File: src/rtl/kbd_pkg.sv
// Shared FSM states, status bit positions and read-select codes for the PS/2 receiver.
// KBD_BREAK_FILTER_EN widens FIFO entries to 9 bits to carry a break-prefix flag.
package kbd_pkg;

    typedef enum logic [1:0] {
        S_IDLE,
        S_DATA,
        S_PARITY,
        S_STOP
    } kbd_state_e;

    localparam logic [7:0] KBD_BREAK_CODE = 8'hF0;

    localparam int ST_OVF       = 0;
    localparam int ST_FRAME     = 1;
    localparam int ST_TIMEOUT   = 2;
    localparam int ST_COUNT_LSB = 16;
    localparam int ST_VALID     = 31;

    localparam logic RD_SEL_DATA   = 1'b0;
    localparam logic RD_SEL_STATUS = 1'b1;

`ifdef KBD_BREAK_FILTER_EN
    localparam int KBD_ENTRY_W = 9;
`else
    localparam int KBD_ENTRY_W = 8;
`endif

endpackage

File: src/rtl/kbd_fifo.sv
// Synchronous scancode FIFO; pointers carry one extra wrap bit so full and empty
// are told apart, and a pop in the same cycle frees the slot for a push when full.
module kbd_fifo #(
    parameter int WIDTH = 8,
    parameter int DEPTH = 16
) (
    input  logic                     clk,
    input  logic                     rst,
    input  logic                     i_push,
    input  logic [WIDTH-1:0]         i_pushData,
    input  logic                     i_pop,
    output logic [WIDTH-1:0]         o_head,
    output logic [$clog2(DEPTH):0]   o_count,
    output logic                     o_full,
    output logic                     o_empty
);
    localparam int AW = $clog2(DEPTH);

    logic [WIDTH-1:0] r_mem [DEPTH];
    logic [AW:0]      r_wrPtr;
    logic [AW:0]      r_rdPtr;
    logic             w_doPush;
    logic             w_doPop;

    assign o_empty  = (r_wrPtr == r_rdPtr);
    assign o_full   = (r_wrPtr[AW] != r_rdPtr[AW]) && (r_wrPtr[AW-1:0] == r_rdPtr[AW-1:0]);
    assign o_count  = r_wrPtr - r_rdPtr;
    assign o_head   = r_mem[r_rdPtr[AW-1:0]];
    assign w_doPop  = i_pop & ~o_empty;
    assign w_doPush = i_push & (~o_full | w_doPop);

    always_ff @(posedge clk or negedge rst) begin
        if (!rst) begin
            r_wrPtr <= '0;
            r_rdPtr <= '0;
        end else begin
            if (w_doPush) r_wrPtr <= r_wrPtr + 1'b1;
            if (w_doPop)  r_rdPtr <= r_rdPtr + 1'b1;
        end
    end

    always_ff @(posedge clk) begin
        if (w_doPush) r_mem[r_wrPtr[AW-1:0]] <= i_pushData;
    end

endmodule

File: src/rtl/kbd_ctrl.sv
// PS/2 keyboard receiver: pin synchronizer and glitch filter, frame FSM, scancode FIFO, CPU read port.
// Define KBD_BREAK_FILTER_EN to fold 0xF0 break prefixes into bit 8 of the following scancode.
module kbd_ctrl
    import kbd_pkg::*;
#(
    parameter int FIFO_DEPTH     = 16,
    parameter int FILTER_CYCLES  = 8,
    parameter int TIMEOUT_CYCLES = 50000
) (
    input  logic        clk,
    input  logic        rst,
    input  logic        ps2_clk,
    input  logic        ps2_data,
    input  logic        rd_en,
    input  logic        rd_sel,
    output logic [31:0] rd_data,
    output logic        irq
);
    localparam int AW     = $clog2(FIFO_DEPTH);
    localparam int FILT_W = $clog2(FILTER_CYCLES + 1);
    localparam int TO_W   = $clog2(TIMEOUT_CYCLES + 1);

    logic [1:0]             r_clkSync;
    logic [1:0]             r_dataSync;
    logic                   r_filtClk;
    logic [FILT_W-1:0]      r_filtCnt;
    logic                   r_fall;
    logic                   r_fallData;

    kbd_state_e             r_state;
    kbd_state_e             w_nextState;
    logic [7:0]             r_shreg;
    logic [2:0]             r_bitCnt;
    logic                   r_parity;
    logic [TO_W-1:0]        r_toCnt;
    logic                   r_ovf;
    logic                   r_frameErr;
    logic                   r_toErr;

    logic                   w_frameOk;
    logic                   w_frameBad;
    logic                   w_timeout;
    logic                   w_push;
    logic [KBD_ENTRY_W-1:0] w_pushData;
    logic [KBD_ENTRY_W-1:0] w_head;
    logic [8:0]             w_head9;
    logic [AW:0]            w_count;
    logic [4:0]             w_count5;
    logic                   w_full;
    logic                   w_empty;
    logic                   w_pop;
    logic                   w_statusRd;

    // The filtered clock only follows the synchronized pin after FILTER_CYCLES disagreeing samples.
    always_ff @(posedge clk or negedge rst) begin
        if (!rst) begin
            r_clkSync  <= 2'b11;
            r_dataSync <= 2'b11;
            r_filtClk  <= 1'b1;
            r_filtCnt  <= '0;
            r_fall     <= 1'b0;
            r_fallData <= 1'b0;
        end else begin
            r_clkSync  <= {r_clkSync[0], ps2_clk};
            r_dataSync <= {r_dataSync[0], ps2_data};
            r_fall     <= 1'b0;
            if (r_clkSync[1] == r_filtClk) begin
                r_filtCnt <= '0;
            end else if (r_filtCnt == FILT_W'(FILTER_CYCLES - 1)) begin
                r_filtClk  <= r_clkSync[1];
                r_filtCnt  <= '0;
                r_fall     <= r_filtClk;
                r_fallData <= r_dataSync[1];
            end else begin
                r_filtCnt <= r_filtCnt + 1'b1;
            end
        end
    end

    always_ff @(posedge clk or negedge rst) begin
        if (!rst) r_state <= S_IDLE;
        else      r_state <= w_nextState;
    end

    always_comb begin
        w_nextState = r_state;
        w_frameOk   = 1'b0;
        w_frameBad  = 1'b0;
        w_timeout   = 1'b0;
        if (r_state != S_IDLE && !r_fall && r_toCnt >= TO_W'(TIMEOUT_CYCLES)) begin
            w_timeout   = 1'b1;
            w_nextState = S_IDLE;
        end else if (r_fall) begin
            case (r_state)
                S_IDLE:   if (!r_fallData) w_nextState = S_DATA;
                S_DATA:   if (r_bitCnt == 3'd7) w_nextState = S_PARITY;
                S_PARITY: w_nextState = S_STOP;
                S_STOP: begin
                    w_nextState = S_IDLE;
                    if (r_fallData && (^{r_shreg, r_parity})) w_frameOk  = 1'b1;
                    else                                      w_frameBad = 1'b1;
                end
                default:  w_nextState = S_IDLE;
            endcase
        end
    end

    always_ff @(posedge clk or negedge rst) begin
        if (!rst) begin
            r_shreg  <= '0;
            r_bitCnt <= '0;
            r_parity <= 1'b0;
            r_toCnt  <= '0;
        end else begin
            if (r_state == S_IDLE || r_fall || w_timeout) r_toCnt <= '0;
            else                                          r_toCnt <= r_toCnt + 1'b1;
            if (r_fall) begin
                case (r_state)
                    S_IDLE:   r_bitCnt <= '0;
                    S_DATA: begin
                        r_shreg  <= {r_fallData, r_shreg[7:1]};
                        r_bitCnt <= r_bitCnt + 1'b1;
                    end
                    S_PARITY: r_parity <= r_fallData;
                    default:  ;
                endcase
            end
        end
    end

`ifdef KBD_BREAK_FILTER_EN
    logic r_break;

    assign w_push     = w_frameOk && (r_shreg != KBD_BREAK_CODE);
    assign w_pushData = {r_break, r_shreg};
    assign w_head9    = w_head;

    always_ff @(posedge clk or negedge rst) begin
        if (!rst)                                          r_break <= 1'b0;
        else if (w_frameOk && r_shreg == KBD_BREAK_CODE)   r_break <= 1'b1;
        else if (w_push || w_frameBad || w_timeout)        r_break <= 1'b0;
    end
`else
    assign w_push     = w_frameOk;
    assign w_pushData = r_shreg;
    assign w_head9    = {1'b0, w_head};
`endif

    assign w_pop      = rd_en & (rd_sel == RD_SEL_DATA) & ~w_empty;
    assign w_statusRd = rd_en & (rd_sel == RD_SEL_STATUS);

    // Sticky flags: a set in the same cycle as a status read takes priority over the clear.
    always_ff @(posedge clk or negedge rst) begin
        if (!rst) begin
            r_ovf      <= 1'b0;
            r_frameErr <= 1'b0;
            r_toErr    <= 1'b0;
        end else begin
            r_ovf      <= (w_push & w_full & ~w_pop) | (r_ovf & ~w_statusRd);
            r_frameErr <= w_frameBad | (r_frameErr & ~w_statusRd);
            r_toErr    <= w_timeout | (r_toErr & ~w_statusRd);
        end
    end

    kbd_fifo #(
        .WIDTH (KBD_ENTRY_W),
        .DEPTH (FIFO_DEPTH)
    ) u_fifo (
        .clk        (clk),
        .rst        (rst),
        .i_push     (w_push),
        .i_pushData (w_pushData),
        .i_pop      (w_pop),
        .o_head     (w_head),
        .o_count    (w_count),
        .o_full     (w_full),
        .o_empty    (w_empty)
    );

    assign irq      = ~w_empty;
    assign w_count5 = 5'(w_count);

    always_comb begin
        rd_data = '0;
        if (rd_sel == RD_SEL_STATUS) begin
            rd_data[ST_VALID]            = ~w_empty;
            rd_data[ST_COUNT_LSB +: 5]   = w_count5;
            rd_data[ST_TIMEOUT]          = r_toErr;
            rd_data[ST_FRAME]            = r_frameErr;
            rd_data[ST_OVF]              = r_ovf;
        end else if (!w_empty) begin
            rd_data[ST_VALID]            = 1'b1;
            rd_data[8:0]                 = w_head9;
        end
    end

endmodule
File: config.mk
export PLATFORM = sky130hd
export DESIGN_NAME = kbd_ctrl
export DESIGN_NICKNAME = d
export VERILOG_FILES = /design/src/rtl/kbd_pkg.sv /design/src/rtl/kbd_fifo.sv /design/src/rtl/kbd_ctrl.sv
export SDC_FILE = /design/constraint.sdc
export NUM_CORES = 1
export LEC_CHECK = 0
export BUFFER_PORTS_ARGS = -buffer_cell sky130_fd_sc_hd__buf_2
export CELL_PAD_IN_SITES_DETAIL_PLACEMENT = 0
export CELL_PAD_IN_SITES_GLOBAL_PLACEMENT = 1
export CORE_ASPECT_RATIO = 0.6
export CORE_MARGIN = 2
export CORE_UTILIZATION = 27
export CTS_BUF_LIST = sky130_fd_sc_hd__clkbuf_16
export CTS_CLUSTER_DIAMETER = 200
export DETAILED_ROUTE_END_ITERATION = 7
export PLACE_DENSITY_LB_ADDON = 0.1
export SLEW_MARGIN = 20
export SYNTH_ARGS = -nofsm -noshare
export SYNTH_HDL_FRONTEND = slang
export SYNTH_SLANG_ARGS = --single-unit
File: constraint.sdc
create_clock -name clk -period 4.03 [get_ports clk]
set_input_delay 0.6045 -clock clk [delete_from_list [all_inputs] [get_ports clk]]
set_output_delay 0.6045 -clock clk [all_outputs]
set_load 0.02 [all_outputs]
==> run_results.csv, run 1 <==
group,metric,value,unit
status,outcome,"finished clean",
flow_run,timing.max_cap.violations,0,
sta,timing.max_slew.rel_slack,0.432,
setup_path,timing_worst_setup_path_type,"flop to primary output",
power,comb_power_share,0.186,
final_layout,area_delta_synth_final,13.9,%
sta,finalMaxSlewViolations,0,
synth,async_reset_ff_frac,0.297,
synth,yosys-top-cells-area,"sky130_fd_sc_hd__edfxtp_1 49%, sky130_fd_sc_hd__dfrtp_1 16%, sky130_fd_sc_hd__mux4_2 9.1%",
floorplan,ios,39,
sta,final.min_clock_period,3.46,ns
sta,post-route-worst-setup-slack,0.569,ns
final_layout,multiInputGateArea,2480,µm²
routing,via_count,4158,
grt,gr-total-overflow,0,
synth,yosys.area_share.xor_xnor,0.0405,
worst_hold_path,hold_path_class,"primary input to flop",
synth,synth.lib_cells_used.distinct,54,
synth,yosysWarningCount,0,
placement,detailed_place_hpwl,13700,µm
power,peakVddDrop,0.206,mV
routing,drt_drc,0,
placement,place.port_buffers,20,
synth,avgSynthCellArea,16.0,µm²
setup_path,worst_setup_path_start_kind,"flop",
placement,place_ws,0.945,ns
grt,grtUsageTotal,0.136,
synth,synthSimpleGateAreaFrac,0.0847,
cts,clkSlewWorstSetupHoldPaths,0.07,ns
synth,fraction_of_the_yosys_area_taken_by_sequential_cells,0.658,
grt,grt_pass1_wl,29200,µm
cts,cts-htree-levels,4,
floorplan,core-area,28800,µm²
setup_path,timing.critical_path.required,3.43,ns
sta,worst-slew-pin-transition,0.851,ns
floorplan,die_x,225,µm
cts,cts_root_buf,"sky130_fd_sc_hd__clkbuf_16",
cts,cts-resized-gates,0,
final_layout,post_route_cells_drive_above_1_share,0.236,
synth,synth_compound_area_frac,0.0375,
sta,final_tns_setup,0,ns
power,power.switching_fraction,0.295,
power,powerDensity,496,nW/µm²
power,pwr-share-clk,0.338,
setup_path,crit_path_max_fanout,19,
power,power_report.internal_total,0.00314,W
power,p_leak,3.36,nW
floorplan,initial_utilization,0.275,
placement,global_placer_s_final_weighted_congestion,0.773,
cts,clkLatencyLatePin,0.45,ns
synth,netlist.area_leader.share,0.487,
final_layout,final_cell_utilization_of_the_core,0.313,
grt,first_global_vias,4391,
sta,finalClockSkew,0.00988,ns
synth,dominant_combinational_cell_family_by_area_after_synthesis,"multiplexers",
grt,antenna_found_initial,0,
routing,totalWireLength,19500,µm
cts,cts.path.max_buffers,2,
synth,synth.area.mux_share,0.112,
synth,ys_seq_elements,182,
cts,tritoncts,"built",
sta,post-route-period-util,0.859,
power,finalPower,0.00446,W
grt,grt_start_max_net_pins,35,
synth,synth_ff_type,"sky130_fd_sc_hd__edfxtp_1",
sta,finalSetupViolCount,0,
synth,synth_edf_count,128,
synth,post_synth_instance_area,7900,µm²
setup_path,kind_of_capture_point_of_the_worst_setup_path,"primary output",
routing,drt_pass1_iterations,4,
cts,post_cts_hold_buffer_count,0,
cts,clock_buffers_created_by_tritoncts,17,
synth,netlist_instances,493,
floorplan,die_h,137,µm
routing,detail_route.iter0.violations,244,
floorplan,fp.dieArea,30700,µm²
final_layout,fill_cell_instance_count_of_the_final_layout,2812,
routing,detail-route-antenna-nets,0,
final_layout,regArea,5200,µm²
final_layout,fin_nets,558,
power,switching_power,0.00131,W
cts,clock_sink_count,182,
routing,avgViaCountPerCell,4.51,
sta,max_clock_freq,0.289,GHz
sta,final_hold_viol_count,0,
synth,post_synth_fa_ha_maj_area_fraction,0.0310,
sta,rsz0062_at_grt,"false",
routing,post_drt_wl_per_cell,21.2,µm
setup_path,data_arrival_at_the_endpoint_of_the_critical_path,2.86,ns
synth,post-synth-top-area-cell,"sky130_fd_sc_hd__edfxtp_1",
power,seq_pwr_share,0.476,
cts,post-cts-setup-buffer-count,0,
floorplan,placement_rows,48,
-- cell type report --
type | instances | share of cell area
Timing Repair Buffer | 40 | 0.0292
Clock inverter | 15 | 0.0102
Clock buffer | 17 | 0.0473
Sequential cell | 182 | 0.578
Antenna cell | 1 | 0.000278
Multi-Input combinational cell | 276 | 0.276
Tap cell | 375 | 0.0521
Inverter | 16 | 0.00668
-- synthesized netlist by cell type (all sizes together) (7+ instances only) --
cell type and instances:
a21oi 7, and3 10, and4 9, buf 28, clkbuf 8, dfrtp 49
edfxtp 128, ha 18, inv 14, mux2 10, mux4 32, nand2 27
nand3 9, nor2 27, xnor2 19, xor2 14
-- final timing paths --
kind / from / endpoint / slack, ns / cells after the start
min in group asynchronous: rst / u_fifo.r_wrPtr[4] / 0.27 / 1
hold / removal: ps2_data / r_dataSync[0] / 0.26 / 1
setup / recovery: u_fifo.r_wrPtr[2] / rd_data[3] / 0.57 / 6
setup reg to reg: u_fifo.r_wrPtr[2] / u_fifo.r_mem[6][2] / 0.94 / 6
max in group asynchronous: rst / r_toCnt[2] / 2.93 / 2
hold reg to reg: r_dataSync[0] / r_dataSync[1] / 0.36 / 0
-- flip-flops by register name (all words and copies together) (netlist names), 2 cells and up --
register / flops
r_clkSync: 2
r_bitCnt: 3
r_dataSync: 2
u_fifo.r_rdPtr: 5
r_state: 2
r_toCnt: 16
r_filtCnt: 4
u_fifo.r_mem: 128
u_fifo.r_wrPtr: 5
r_shreg: 8
-- cell usage in the layout (no fill, tap or decap), types with 3 or more instances in the layout --
cell,netlist,final
sky130_fd_sc_hd__nor4b_2,6,6
sky130_fd_sc_hd__clkbuf_16,0,17
sky130_fd_sc_hd__clkinv_2,0,3
sky130_fd_sc_hd__and2_1,3,3
sky130_fd_sc_hd__a211oi_1,5,5
sky130_fd_sc_hd__clkinvlp_4,0,4
sky130_fd_sc_hd__and4_1,9,9
sky130_fd_sc_hd__conb_1,1,18
sky130_fd_sc_hd__a21oi_1,7,7
sky130_fd_sc_hd__nor2b_1,3,3
sky130_fd_sc_hd__and3_1,10,10
sky130_fd_sc_hd__a21o_1,6,6
sky130_fd_sc_hd__ha_1,18,18
sky130_fd_sc_hd__nand4_1,5,5
sky130_fd_sc_hd__dfrtp_1,49,48
sky130_fd_sc_hd__clkinv_1,2,5
sky130_fd_sc_hd__mux2_2,9,9
sky130_fd_sc_hd__edfxtp_1,128,128
sky130_fd_sc_hd__nand2_1,27,27
sky130_fd_sc_hd__inv_1,13,14
sky130_fd_sc_hd__xor2_1,14,14
sky130_fd_sc_hd__o21ai_0,6,6
sky130_fd_sc_hd__dfstp_2,5,5
sky130_fd_sc_hd__a22oi_1,6,6
sky130_fd_sc_hd__xnor2_1,18,18
sky130_fd_sc_hd__mux2i_1,5,5
sky130_fd_sc_hd__buf_2,5,20
sky130_fd_sc_hd__nor2_1,26,26
sky130_fd_sc_hd__a32o_1,5,5
sky130_fd_sc_hd__buf_4,21,19
sky130_fd_sc_hd__nand3_1,9,9
sky130_fd_sc_hd__nor3_1,4,4
sky130_fd_sc_hd__mux4_2,32,32
-- routing by layer --
metal	track usage	routed length [µm]	vias up	share of wire
li1	-	-	1920	-
met3	0.0311	623	16	0.032
met2	0.184	8090	43	0.41
met4	0.0430	213	0	0.011
met5	0	0	-	0
met1	0.213	10600	2179	0.54
-- metrics by stage --
step	area [µm²]	hold slack (ns)	cells
3_3_place_gp	8480	0.348	889
6_report	9000	0.260	922
2_1_floorplan	7960	0.309	510
3_5_place_dp	8480	0.347	889
5_1_grt	8990	0.229	921
4_1_cts	8990	0.235	921
-- worst max-delay path: stages, from the launching register on --
cell and delay (ns):
sky130_fd_sc_hd__dfrtp_1 0.82, sky130_fd_sc_hd__ha_1 0.41, sky130_fd_sc_hd__nand4_1 0.13, sky130_fd_sc_hd__nand2b_1 0.18, sky130_fd_sc_hd__nand2_1 0.23, sky130_fd_sc_hd__a211oi_1 0.39, sky130_fd_sc_hd__buf_2 0.25
-- cells by family (layout without fill, tap and decap cells) --
| group | after synthesis | in the layout |
|---|---|---|
| adder cells (fa/ha/maj) | 19 | 19 |
| AO/OA/AOI/OAI | 42 | 42 |
| flip-flops | 182 | 182 |
| XOR/XNOR | 34 | 34 |
| AND/OR/NAND/NOR | 116 | 116 |
| other | 1 | 19 |
| buffers and inverters | 52 | 88 |
| multiplexers | 47 | 47 |
-- power by group through the flow --
stage | combinational (W) | clock (W) | sequential, W
floorplan | 0.000641 | 0 | 0.00210
global placement | 0.000856 | 0 | 0.00216
detailed placement | 0.000851 | 0 | 0.00216
CTS | 0.000852 | 0.00155 | 0.00213
global route | 0.000911 | 0.00162 | 0.00214
finish | 0.000831 | 0.00151 | 0.00212
Power figures use the tool's default switching activity.
==> run 2: changes to the inputs <==
Settings changed: CORE_ASPECT_RATIO 0.6 to default.
==> run 2 against run 1 <==
Setup slack improved by 0.076 ns. Critical path depth increased by 2. Non-clock buffer count is 5 lower. Die area shrank 0.15%. Hold slack got worse by 0.016 ns. Design area grew 0.35%. Sequential share of layout area fell by 0.20 points. Via count about the same. Count of clock-buffer cells in the layout stayed put. Global-route usage is 0.98 points lower. Largest power group unchanged.
==> run_results.csv, run 2 (synthesized netlist as in run 1, its figures left out) <==
group,metric,value,unit
status,outcome,"finished clean",
final_layout,antenna_cells_inserted,0,
placement,detailed_place_hpwl,12300,µm
grt,gr-usage-met3,0.0268,
cts,clkSlewWorstSetupHoldPaths,0.07,ns
power,power_report.internal_total,0.00319,W
floorplan,initial_utilization,0.274,
final_layout,final_common_cell,"sky130_fd_sc_hd__edfxtp_1",
final_layout,fill_cell_instance_count_of_the_final_layout,2868,
final_layout,post_route_cells_drive_above_1_share,0.235,
floorplan,die_h,175,µm
sta,post-route-period-util,0.840,
final_layout,design_area,9030,µm²
sta,post-route-worst-setup-slack,0.645,ns
sta,finalClockSkew,0.0115,ns
flow_run,timing.max_cap.violations,0,
worst_hold_path,hold_path_class,"primary input to asynchronous set/reset pin",
setup_path,timing_worst_setup_path_type,"flop to primary output",
power,pwr-share-clk,0.357,
cts,cts.path.max_buffers,2,
sta,timing.max_slew.rel_slack,0.457,
cts,cts-resized-gates,0,
power,switching_power,0.00138,W
grt,use_met2,0.192,
floorplan,fp.dieArea,30600,µm²
sta,final.min_clock_period,3.38,ns
grt,top_usage_layer,"met2",
floorplan,placement_rows,62,
placement,place_ws,0.982,ns
routing,drt_drc,0,
final_layout,fin_nets,553,
setup_path,timing.critical_path.required,3.43,ns
grt,grt_pass1_wl,28300,µm
routing,drt_pass1_iterations,4,
floorplan,core-area,28800,µm²
power,power.switching_fraction,0.302,
sta,final_hold_viol_count,0,
final_layout,largest_reg_flops,128,
routing,avgViaCountPerCell,4.50,
setup_path,worst_setup_path_start_kind,"flop",
grt,grt_start_max_net_pins,35,
routing,post_drt_wl_per_cell,19.7,µm
routing,detail-route-antenna-nets,0,
power,finalPower,0.00457,W
final_layout,layout.cells.most_common_list,"128 x sky130_fd_sc_hd__edfxtp_1, 48 x sky130_fd_sc_hd__dfrtp_1, 32 x sky130_fd_sc_hd__mux4_2",
sta,final_tns_setup,0,ns
setup_path,kind_of_capture_point_of_the_worst_setup_path,"primary output",
cts,clkLatencyLatePin,0.43,ns
power,comb_power_share,0.181,
sta,rsz0062_at_grt,"false",
final_layout,final_cell_utilization_of_the_core,0.314,
routing,detail_route.iter0.violations,310,
cts,post-cts-setup-buffer-count,0,
sta,worst-slew-pin-transition,0.815,ns
power,p_leak,3.37,nW
final_layout,regArea,5200,µm²
cts,cts_root_buf,"sky130_fd_sc_hd__clkbuf_16",
setup_path,data_arrival_at_the_endpoint_of_the_critical_path,2.78,ns
routing,via_count,4160,
final_layout,multiInputGateArea,2480,µm²
grt,grtUsageTotal,0.127,
final_layout,area_delta_synth_final,14.3,%
floorplan,ios,39,
cts,cts-htree-levels,4,
placement,place_area,8450,µm²
cts,post_cts_hold_buffer_count,0,
grt,first_global_vias,4381,
floorplan,die_x,175,µm
power,peakVddDrop,0.286,mV
power,powerDensity,506,nW/µm²
cts,tritoncts,"built",
setup_path,crit_path_max_fanout,9,
cts,clock_buffers_created_by_tritoncts,17,
sta,finalSetupViolCount,0,
sta,max_clock_freq,0.295,GHz
routing,totalWireLength,18200,µm
placement,global_placer_s_final_weighted_congestion,0.739,
sta,finalMaxSlewViolations,0,
grt,antenna_found_initial,0,
power,seq_pwr_share,0.462,
grt,gr-total-overflow,0,
cts,clock_sink_count,182,
placement,place.port_buffers,20,
grt,globalRouteMet1Util,0.185,
-- run 2: cell types whose count changed in the layout (fill, tap and decap cells not counted) --
cell,before,now
sky130_fd_sc_hd__clkinv_2,3,0
sky130_fd_sc_hd__buf_4,19,14
sky130_fd_sc_hd__diode_2,1,0
sky130_fd_sc_hd__clkinvlp_2,1,0
sky130_fd_sc_hd__a2111oi_0,0,1
sky130_fd_sc_hd__clkinvlp_4,4,1
sky130_fd_sc_hd__inv_1,14,13
sky130_fd_sc_hd__inv_8,0,5
sky130_fd_sc_hd__inv_6,1,4
sky130_fd_sc_hd__clkinv_8,0,2
sky130_fd_sc_hd__clkinv_1,5,3
sky130_fd_sc_hd__a2111oi_1,1,0
-- run 2: routing by layer --
metal	vias to the layer above	share of wire
li1	1912	-
met4	0	0.011
met3	16	0.022
met1	2164	0.51
met5	-	0
met2	68	0.46
-- run 2: power groups by stage --
stage	registers [W]	logic [W]	clock network (W)
after detailed placement	0.00215	0.000845	0
after global routing	0.00212	0.000913	0.00177
after global placement	0.00215	0.000851	0
after floorplan	0.00210	0.000641	0
after CTS	0.00211	0.000845	0.00169
final	0.00211	0.000826	0.00163
-- run 2: final cells by class --
type,count,share of cell area
Clock buffer,17,0.0471
Clock inverter,15,0.0169
Inverter,16,0.00665
Multi-Input combinational cell,276,0.275
Sequential cell,182,0.576
Tap cell,384,0.0532
Timing Repair Buffer,35,0.0249
-- run 2: final timing paths --
path	slack (ns)	from	end	cells past startpoint
worst min register to register	0.36	r_dataSync[0]	r_dataSync[1]	0
worst max-delay path	0.65	u_fifo.r_rdPtr[3]	rd_data[1]	8
min in group clk	0.26	ps2_data	r_dataSync[0]	1
max in group asynchronous	2.96	rst	u_fifo.r_rdPtr[0]	2
worst min-delay path	0.24	rst	r_toCnt[15]	1
worst max register to register	1.07	r_shreg[7]	u_fifo.r_mem[7][0]	5
-- run 2: metrics by stage --
stage / hold slack [ns] / cells
final: 0.244 / 925
after global routing: 0.244 / 925
after CTS: 0.238 / 925
after detailed placement: 0.349 / 893
after global placement: 0.349 / 893
after floorplan: 0.309 / 510
-- run 2: worst max-delay path, cell delays in order, from the launching register on --
cell and delay [ns]:
sky130_fd_sc_hd__dfrtp_1 0.62, sky130_fd_sc_hd__inv_1 0.12, sky130_fd_sc_hd__ha_1 0.35, sky130_fd_sc_hd__nand4_1 0.12, sky130_fd_sc_hd__nand2b_1 0.17, sky130_fd_sc_hd__nand2_1 0.29
sky130_fd_sc_hd__a21oi_1 0.38, sky130_fd_sc_hd__a21o_1 0.13, sky130_fd_sc_hd__buf_2 0.16
==> run 3: changes to the inputs <==
Clock period 4.03 ns to 3.4 ns, I/O delays scaled along.
==> run 3 against run 2 <==
Sequential share of layout area decreased by 0.83 points. Critical path type unchanged. Global-route usage decreased by 0.15 points. Setup slack got worse by 0.41 ns. Non-clock buffer count increased by 12. Critical path depth decreased by 1. Final cell count increased by 1.3%. Sequential cell count unchanged. Count of clock-buffer cells in the layout unchanged.
==> run_results.csv, run 3 (synthesized netlist as in run 1, its figures left out) <==
group,metric,value,unit
sta,finalHoldWorstSlack,0.167,ns
cts,cts_root_buf,"sky130_fd_sc_hd__clkbuf_16",
cts,cts.path.max_buffers,2,
setup_path,worst_setup_path_start_kind,"flop",
sta,rsz0062_at_grt,"false",
floorplan,fp.dieArea,30600,µm²
sta,final_tns_setup,0,ns
setup_path,max_incr_delay_on_cp,0.51,ns
floorplan,initial_utilization,0.274,
final_layout,fin_nets,565,
cts,tritoncts,"built",
grt,first_global_vias,4473,
power,powerDensity,601,nW/µm²
setup_path,worstPathBufferInverterCount,2,
floorplan,die_x,175,µm
worst_hold_path,hold_path_class,"primary input to flop",
placement,place_area,8540,µm²
cts,clkLatencyLatePin,0.43,ns
setup_path,crit_path_max_fanout,9,
final_layout,antenna_cells_inserted,0,
floorplan,die_h,175,µm
setup_path,critical-path-slowest-cell,"sky130_fd_sc_hd__dfrtp_2",
placement,global_placer_s_final_weighted_congestion,0.760,
final_layout,regArea,5200,µm²
sta,finalClockSkew,0.0143,ns
floorplan,ios,39,
final_layout,fill_cell_instance_count_of_the_final_layout,2820,
placement,place.port_buffers,20,
sta,worst-slew-pin-transition,0.926,ns
routing,detail-route-antenna-nets,0,
cts,clock_buffers_created_by_tritoncts,17,
final_layout,multiInputGateArea,2490,µm²
power,p_leak,3.52,nW
grt,antenna_found_initial,0,
routing,drt_pass1_iterations,4,
sta,finalMaxSlewViolations,0,
sta,final_hold_viol_count,0,
power,comb_power_share,0.184,
sta,post-route-period-util,0.930,
routing,avgViaCountPerCell,4.52,
power,seq_pwr_share,0.450,
final_layout,largest_reg_flops,128,
final_layout,design_area,9160,µm²
grt,grt_start_max_net_pins,38,
routing,via_count,4231,
final_layout,final_common_cell,"sky130_fd_sc_hd__edfxtp_1",
grt,grtUsageTotal,0.125,
final_layout,area_delta_synth_final,16.0,%
cts,cts-htree-levels,4,
grt,gr-total-overflow,0,
sta,finalSetupViolCount,0,
sta,timing.max_slew.rel_slack,0.366,
power,power.switching_fraction,0.298,
setup_path,timing.critical_path.required,2.89,ns
setup_path,data_arrival_at_the_endpoint_of_the_critical_path,2.65,ns
power,finalPower,0.00551,W
power,switching_power,0.00164,W
floorplan,placement_rows,62,
grt,grt_pass1_wl,28000,µm
flow_run,timing.max_cap.violations,0,
power,power_report.internal_total,0.00387,W
routing,drt_drc,0,
placement,detailed_place_hpwl,12400,µm
final_layout,layout.cells.most_common_list,"128 x sky130_fd_sc_hd__edfxtp_1, 47 x sky130_fd_sc_hd__dfrtp_1, 32 x sky130_fd_sc_hd__mux4_2",
floorplan,core-area,28800,µm²
routing,totalWireLength,18100,µm
final_layout,post_route_cells_drive_above_1_share,0.260,
power,pwr-share-clk,0.365,
setup_path,timing_worst_setup_path_type,"flop to primary output",
setup_path,crit_family,"simple AND/OR/NAND/NOR gates",
status,outcome,"finished clean",
cts,clkSlewWorstSetupHoldPaths,0.08,ns
cts,clock_sink_count,182,
cts,post-cts-setup-buffer-count,0,
routing,detail_route.iter0.violations,253,
setup_path,kind_of_capture_point_of_the_worst_setup_path,"primary output",
power,peakVddDrop,0.464,mV
sta,final.min_clock_period,3.16,ns
setup_path,path_cells,"inv_1, ha_1, nand4_1, nand2b_1, nand2_1, a211oi_1, buf_2",
routing,post_drt_wl_per_cell,19.3,µm
sta,max_clock_freq,0.316,GHz
run 3: cell count changes in the layout (fill, tap and decap cells not counted), moves of 2 or more:
cell / change
sky130_fd_sc_hd__a21oi_2: +3
sky130_fd_sc_hd__clkinv_8: +2
sky130_fd_sc_hd__clkinv_4: -2
sky130_fd_sc_hd__a21oi_1: -3
sky130_fd_sc_hd__inv_8: -2
sky130_fd_sc_hd__buf_4: +12
run 3: timing repair:
action | CTS | global route
endpoints found under the setup margin | 0 | 7
gates resized for setup | 0 | 4
hold buffers | 0 | 0
run 3: stage by stage:
stage / worst slack, ns / util / cells
final: 0.237 / 0.318 / 937
after detailed placement: 0.526 / 0.297 / 905
after global routing: 0.0498 / 0.318 / 937
after floorplan: 0.537 / - / 510
after CTS: 0.0434 / 0.318 / 937
after global placement: 0.587 / 0.297 / 905
run 3: power groups by stage:
stage / clock (W) / sequential, W / combinational (W)
floorplan: 0 / 0.00248 / 0.000755
global placement: 0 / 0.00252 / 0.00103
detailed placement: 0 / 0.00253 / 0.00103
CTS: 0.00208 / 0.00248 / 0.00104
global route: 0.00215 / 0.00249 / 0.00112
finish: 0.00201 / 0.00248 / 0.00102
run 3: final timing paths:
| path | startpoint | endpoint | slack, ns | depth (start not counted) |
|---|---|---|---|---|
| worst max-delay path | u_fifo.r_rdPtr[3] | rd_data[6] | 0.24 | 7 |
| worst min-delay path | ps2_clk | r_clkSync[0] | 0.17 | 1 |
| worst max register to register | u_fifo.r_rdPtr[3] | u_fifo.r_mem[7][6] | 0.68 | 7 |
| worst min register to register | r_dataSync[0] | r_dataSync[1] | 0.37 | 0 |
| max in group asynchronous | rst | r_toCnt[2] | 2.43 | 2 |
| min in group asynchronous | rst | r_bitCnt[0] | 0.18 | 1 |
run 3: final cells by class:
class | instances | share of cell area
sequential | 182 | 0.568
multi-input combinational | 276 | 0.272
tap | 384 | 0.0524
clock buffer | 17 | 0.0464
timing repair buffer | 47 | 0.0344
clock inverter | 15 | 0.0201
inverter | 16 | 0.00655
run 3: routing by layer:
metal | global-route usage | vias to the layer above | share of wire | wire length (µm)
met5 | 0 | - | 0 | 0
met4 | 0.0354 | 0 | 0.015 | 270
met3 | 0.0298 | 14 | 0.041 | 735
met2 | 0.196 | 85 | 0.47 | 8500
met1 | 0.174 | 2211 | 0.47 | 8580
li1 | - | 1921 | - | -
run 3: worst register-to-register path, cell delays in order (launching register included):
cell and delay, ns:
sky130_fd_sc_hd__dfrtp_2 0.51, sky130_fd_sc_hd__inv_1 0.09, sky130_fd_sc_hd__ha_1 0.35, sky130_fd_sc_hd__nand4_1 0.12, sky130_fd_sc_hd__a211o_1 0.13, sky130_fd_sc_hd__nand4_1 0.22
sky130_fd_sc_hd__nor2_2 0.40, sky130_fd_sc_hd__and4_1 0.54
